**src/rtl/regfile_wport_arbiter.sv**
```systemverilog
// ---------------------------------------------------------------------------
// regfile_wport_arbiter
//
// Purpose:
//    Shares the single general-purpose register-file write port between the
//    WB stage, the timer-interrupt EPC save and the multi-cycle divider.
//    WB always wins and is passed through in the same cycle. The EPC save is
//    buffered for one entry and written in the first cycle without a WB
//    write. The divider takes whatever is left. If the divider is refused
//    for too long, a registered stall request asks the pipeline to bubble WB.
//
// Parameters:
//    STARVE_LIMIT : refused divider cycles before o_stall_req rises (1..15)
//    EPC_REG      : register index that receives the EPC save
//
// Ports:
//    i_clk          in   clock; all state changes on the rising edge
//    i_rst_n        in   asynchronous reset, active low
//    i_wb_we        in   WB write request
//    i_wb_waddr     in   WB destination register
//    i_wb_wdata     in   WB write data
//    i_int_req      in   one-cycle pulse requesting the EPC save
//    i_int_data     in   EPC value captured with i_int_req
//    i_div_valid    in   divider result available
//    i_div_waddr    in   divider destination register
//    i_div_wdata    in   divider result
//    o_div_ready    out  divider result is consumed this cycle
//    o_rf_we        out  register-file write enable
//    o_rf_waddr     out  register-file write address
//    o_rf_wdata     out  register-file write data
//    o_int_busy     out  EPC save pending
//    o_int_overrun  out  one-cycle pulse: a pending EPC save was overwritten
//    o_stall_req    out  asks the pipeline to hold off WB writes
// ---------------------------------------------------------------------------
module regfile_wport_arbiter #(
   parameter int STARVE_LIMIT = 4,
   parameter int EPC_REG      = 26
) (
   input  logic        i_clk,
   input  logic        i_rst_n,
   input  logic        i_wb_we,
   input  logic [4:0]  i_wb_waddr,
   input  logic [31:0] i_wb_wdata,
   input  logic        i_int_req,
   input  logic [31:0] i_int_data,
   input  logic        i_div_valid,
   input  logic [4:0]  i_div_waddr,
   input  logic [31:0] i_div_wdata,
   output logic        o_div_ready,
   output logic        o_rf_we,
   output logic [4:0]  o_rf_waddr,
   output logic [31:0] o_rf_wdata,
   output logic        o_int_busy,
   output logic        o_int_overrun,
   output logic        o_stall_req
);

   localparam logic [3:0] LP_LIMIT   = 4'(STARVE_LIMIT);
   localparam logic [4:0] LP_EPC_REG = 5'(EPC_REG);
   localparam logic [3:0] LP_SC_MAX  = 4'd15;

   // -----------------------------------------------------------------------
   // State
   // -----------------------------------------------------------------------
   logic        r_int_pend;
   logic [31:0] r_int_q;
   logic [3:0]  r_sc;
   logic        r_stall_req;
   logic        r_int_overrun;

   // -----------------------------------------------------------------------
   // Grant decode
   // -----------------------------------------------------------------------
   logic        w_wb_grant;
   logic        w_epc_grant;
   logic        w_div_grant;
   logic [3:0]  w_sc_next;
   logic        w_stall_next;

   always_comb begin
      w_wb_grant  = 1'b0;
      w_epc_grant = 1'b0;
      w_div_grant = 1'b0;
      // Every grant is forced off while reset is asserted so the
      // combinational outputs are quiet as well as the registered ones.
      if (i_rst_n) begin
         // A WB write to r0 is treated as no request at all, so it never
         // blocks the EPC save or the divider.
         if (i_wb_we && (i_wb_waddr != 5'd0)) begin
            w_wb_grant = 1'b1;
         end else if (r_int_pend) begin
            w_epc_grant = 1'b1;
         end else if (i_div_valid) begin
            w_div_grant = 1'b1;
         end
      end
   end

   // -----------------------------------------------------------------------
   // Write-port mux
   // -----------------------------------------------------------------------
   always_comb begin
      o_rf_we     = 1'b0;
      o_rf_waddr  = 5'd0;
      o_rf_wdata  = 32'd0;
      o_div_ready = 1'b0;
      if (w_wb_grant) begin
         o_rf_we    = 1'b1;
         o_rf_waddr = i_wb_waddr;
         o_rf_wdata = i_wb_wdata;
      end else if (w_epc_grant) begin
         o_rf_we    = 1'b1;
         o_rf_waddr = LP_EPC_REG;
         o_rf_wdata = r_int_q;
      end else if (w_div_grant) begin
         o_div_ready = 1'b1;
         // A divide into r0 still completes its handshake, it simply
         // does not touch the register file.
         if (i_div_waddr != 5'd0) begin
            o_rf_we    = 1'b1;
            o_rf_waddr = i_div_waddr;
            o_rf_wdata = i_div_wdata;
         end
      end
   end

   // -----------------------------------------------------------------------
   // Starvation counter and stall request
   // -----------------------------------------------------------------------
   always_comb begin
      w_sc_next    = 4'd0;
      w_stall_next = r_stall_req;
      if (i_div_valid && !w_div_grant) begin
         w_sc_next = (r_sc == LP_SC_MAX) ? LP_SC_MAX : (r_sc + 4'd1);
      end
      // The handshake releases the stall; otherwise it rises on the edge
      // where the refused-cycle count lands on the limit and then holds.
      if (w_div_grant) begin
         w_stall_next = 1'b0;
      end else if (w_sc_next == LP_LIMIT) begin
         w_stall_next = 1'b1;
      end
   end

   always_ff @(posedge i_clk or negedge i_rst_n) begin
      if (!i_rst_n) begin
         r_sc        <= 4'd0;
         r_stall_req <= 1'b0;
      end else begin
         r_sc        <= w_sc_next;
         r_stall_req <= w_stall_next;
      end
   end

   // -----------------------------------------------------------------------
   // EPC save buffer
   // -----------------------------------------------------------------------
   // A new request always lands in the buffer at the edge, so it is never
   // written in its arrival cycle. If the old entry is being written this
   // same cycle nothing is lost; otherwise the old entry is replaced and
   // the loss is flagged.
   always_ff @(posedge i_clk or negedge i_rst_n) begin
      if (!i_rst_n) begin
         r_int_pend    <= 1'b0;
         r_int_q       <= 32'd0;
         r_int_overrun <= 1'b0;
      end else begin
         r_int_overrun <= i_int_req && r_int_pend && !w_epc_grant;
         if (i_int_req) begin
            r_int_q    <= i_int_data;
            r_int_pend <= 1'b1;
         end else if (w_epc_grant) begin
            r_int_pend <= 1'b0;
         end
      end
   end

   assign o_int_busy    = r_int_pend;
   assign o_int_overrun = r_int_overrun;
   assign o_stall_req   = r_stall_req;

endmodule

```
**config.mk**
```make
export PLATFORM = sky130hd
export DESIGN_NAME = regfile_wport_arbiter
export DESIGN_NICKNAME = d
export VERILOG_FILES = /design/src/rtl/regfile_wport_arbiter.sv
export SDC_FILE = /design/constraint.sdc
export NUM_CORES = 1
export LEC_CHECK = 0
export CORE_ASPECT_RATIO = 1.5
export CORE_MARGIN = 2
export CORE_UTILIZATION = 39
export CTS_CLUSTER_DIAMETER = 150
export CTS_CLUSTER_SIZE = 14
export DETAILED_ROUTE_END_ITERATION = 7
export PLACE_DENSITY = 0.82
export SLEW_MARGIN = 10
export SYNTH_ARGS = -nofsm -noshare
export SYNTH_HDL_FRONTEND = slang
export SYNTH_SLANG_ARGS = --single-unit
```
**constraint.sdc**
```tcl
create_clock -name i_clk -period 3.2 [get_ports i_clk]
set_input_delay 0.96 -clock i_clk [delete_from_list [all_inputs] [get_ports i_clk]]
set_output_delay 0.96 -clock i_clk [all_outputs]
set_load 0.02 [all_outputs]
```
==> results summary <==
The run finished, with violations left. The checks that failed: negative setup slack. The count of flip-flops with a built-in enable after synthesis came out at 0. The H-tree depth came out at 2. The total standard cell area after synthesis came out at between 0.002 and 0.003 sq mm. The reg-to-reg setup timing slack came out at about 1.4 ns. The global-route wire length before repair is 15.7 mm. The cell sitting at the root of the clock tree is a clkbuf_8. met2 is the most crowded layer. The row count came out at 36. The hold-fix buffer count after cts came out at 0.

The starting density of the core is 40.5%. The reported max-cap violation count is 0. The number of distinct library cells after synthesis came out at 32. The total clock buffers created by CTS is 5. The number of pins exceeding their max-slew limit in the final report is 0.

The height of the chip is around 100 microns. The number of buffer and inverter instances along the worst setup path is 3. The critical path arrival came out at roughly 2.4 ns. Routability-driven placement finished with a final weighted congestion of a little under 0.8. The final setup slack of the worst path is -0.189 ns. The detailed-route vias per instance came out at 6.07. The cell count after synthesis came out at between 200 and 300.

The routed wire length per instance is about 20 microns. The number of diodes came out at 0. Setup repair after global routing could not meet its margin everywhere. In this design, the critical path's most frequently occurring cell is buf_6. The routed design has about 10 mm of wire. The number of antenna violations at the first check in global routing is 0.

The worst setup path endpoint is o_rf_we. Summing over every cut layer, the via total after detailed routing is 3161. The end of the worst register-to-register path is r_sc[3].

In this run the power density over the cells is 347 mW/mm^2. In the global route stage, met3 resource usage came out at under 10%. The clock transition at the register clock pins on the worst setup and hold paths after CTS came out at ~0.07 ns. The largest clock skew in the final design came out at around 0.003 ns. The die span in x is slightly above 70 microns. In this run the worst setup path begins at i_wb_waddr[0]. The final HPWL from detailed placement is between 6 and 7 mm. The worst setup path is captured at a primary output.

The core box area came out at ~0.0065 sq mm. TritonCTS built the clock tree. The register bit count reported by yosys is 39. After the last flow step, the layout net total stands at between 500 and 600. The maximum clock frequency is 295 MHz.

The area growth from synthesis to final layout is 76.1%. At the pin with the least slew margin, the transition time is approximately 0.8 ns. The violation count after the first detailed-routing iteration is 194. The library cell contributing the largest single delay on the critical path is o31a_4. The worst endpoint required time is between 2 and 2.5 ns. The time the worst path needs with I/O delays and setup came out at between 3 and 4 ns. The most used flip-flop cell after synthesis is dfrtp_1. After synthesis, the mean cell area works out to just over 9 sq um. The type of the worst setup path is in2out. The number of nets still failing antenna checks after routing came out at 0. The async set or reset register ratio after synthesis is 100%. The type of element launching the critical path is an input port.

The maximum single-stage delay on the critical path is between 0.4 and 0.5 ns. The clock drives 39 sinks. The via count of the first global-routing pass came out at 3252. The gate family responsible for the most delay along the worst path is compound AO/OA/AOI/OAI gates. For this run, design rule violations remaining after detail routing come to 0. The worst-case setup slack after placement is -0.830 ns. The detailed-routing iteration count for the pre-antenna-repair pass came out at 4. The synthesized net count is between 300 and 400. Counting buffers and inverters, the worst setup path is 6 cells deep.

The utilization of the core after routing came out at 71.3%. The critical path goes through buf_6, or3_4, o31a_4, buf_12, o31a_1, buf_6. The length in cells of the worst reg-to-reg path came out at 3. The met1 track demand over resource in global routing came out at between 20% and 30%. In this run the static leakage power is 0.00190 uW.

The worst-case IR drop observed on VDD is 242 uV. The number of failing hold endpoints at the final stage came out at 0. Leaving out fill and tap cells, the most frequent cells in the layout are clkdlybuf4s50_1 (100), buf_4 (45), dfrtp_1 (39). The global routing met2 resource utilization came out at ~48%. In the global route stage, overall resource usage came out at 26.4%. The worst hold path belongs to the class reg2reg. The pin count of the biggest net entering global routing is 37. The register area share after synthesis is between 30% and 40%. The worst-path maximum fanout came out at 6.

The headroom to the max-slew limit came out at 46.9%. The sum of overflow across all layers after global routing came out at 0. 153 I/O pins were placed. Setup violations remaining at the end of the flow were counted as 38.

The number of buffers on the longest clock path is 2. The number of warning messages in the yosys log came out at 0. At the later pin of the worst-skew pair, clock insertion delay measures 0.29 ns.

In the finished design, the share of the clock period the worst path needs comes to 106%. The die covers approximately 0.0075 sq mm. The commonest non-fill, non-tap cell in the layout is clkdlybuf4s50_1. The proportion of layout cells with a drive suffix above 1 came out at between 20% and 30%. In this run the critical register-to-register path is launched from o_int_busy. The total of buffers placed on input and output ports came out at 152.
sequential cells by signal (all words and copies together), names as in the netlist:
register / flops
r_int_q: 32
r_sc: 4
o_int_busy: 1
o_int_overrun: 1
o_stall_req: 1
report_power, final:
| group | leakage [uW] | total [uW] | switching, uW | internal, uW |
|---|---|---|---|---|
| logic | 0.00137 | 618 | 282 | 336 |
| registers | 0.000464 | 575 | 32.4 | 543 |
| clock network | 0.0000612 | 424 | 171 | 252 |
| total | 0.00190 | 1620 | 486 | 1130 |
kinds of logic after synthesis:
logic type | count (synthesis) | share of synthesized area, %
flops | 39 | 36.9
mux | 32 | 13.6
compound gates | 118 | 30.8
fa+ha+maj | 1 | 0.473
buf+inv | 38 | 7.43
simple gates | 58 | 10.4
xor+xnor | 1 | 0.331
worst register-to-register path, stage by stage, from the launching register on:
cell	delay, ns
dfrtp_1	0.46
or4b_2	0.69
o221ai_1	0.37
nor3_1	0.14
repair_timing:
item | CTS | global route
pin swaps | 11 | 8
gates cloned | 6 | 3
setup endpoints to repair | 39 | 38
setup buffers | 3 | 0
gates resized for setup | 274 | 20
worst min path at each step:
stage / start / end / slack (ns) / depth (start not counted)
after floorplan: r_int_q[11] / r_int_q[11] / 0.48 / 1
after global placement: r_int_q[6] / r_int_q[6] / 0.49 / 1
after detailed placement: r_int_q[8] / r_int_q[8] / 0.50 / 1
after CTS: r_int_q[8] / r_int_q[8] / 0.51 / 1
after global routing: r_int_q[29] / r_int_q[29] / 0.52 / 1
final: r_int_q[15] / r_int_q[15] / 0.51 / 1
layer usage:
layer / wire [microns] / up-vias
met5: 0 / -
li1: - / 1425
met2: 5600 / 159
met1: 3810 / 1546
met4: 387 / 0
met3: 662 / 31
metrics by stage:
stage                     setup TNS [ns]  instance area [sq um]  std cells  hold WS, ns  power (uW)
final                              -5.83                   4660        521        0.512        1620
after global routing               -7.34                   4660        521        0.524        1700
after floorplan                   -0.178                   2650        287        0.481         843
after detailed placement          -31.12                   4300        502        0.495        1160
after CTS                          -5.29                   4540        519        0.513        1590
after global placement            -30.76                   4300        502        0.490        1150
cells in the mapped netlist, types with 2 or more instances:
cell type	n	area share, %
nand3_1	7	1.3
o211ai_1	32	9.1
dfrtp_1	39	37
nand2_1	36	5.1
buf_2	7	1.3
mux2_2	32	14
o31a_1	2	0.66
a21oi_1	38	7.2
a31oi_1	3	0.71
o21a_1	2	0.57
o21ai_0	6	1.1
buf_6	6	2.6
and2_1	2	0.47
clkbuf_1	21	3.0
buf_1	2	0.28
and3b_1	2	0.66
inv_1	2	0.28
a32oi_1	32	11
nor2_1	3	0.43
layout make-up:
type	instances	area, sq um
clock inverter	2	35.0
sequential	39	976
tap	76	95.1
fill	508	1870
multi-input combinational	210	1530
clock buffer	6	82.6
inverter	2	7.51
timing repair buffer	186	1940
(Power assumes the default switching activity.)
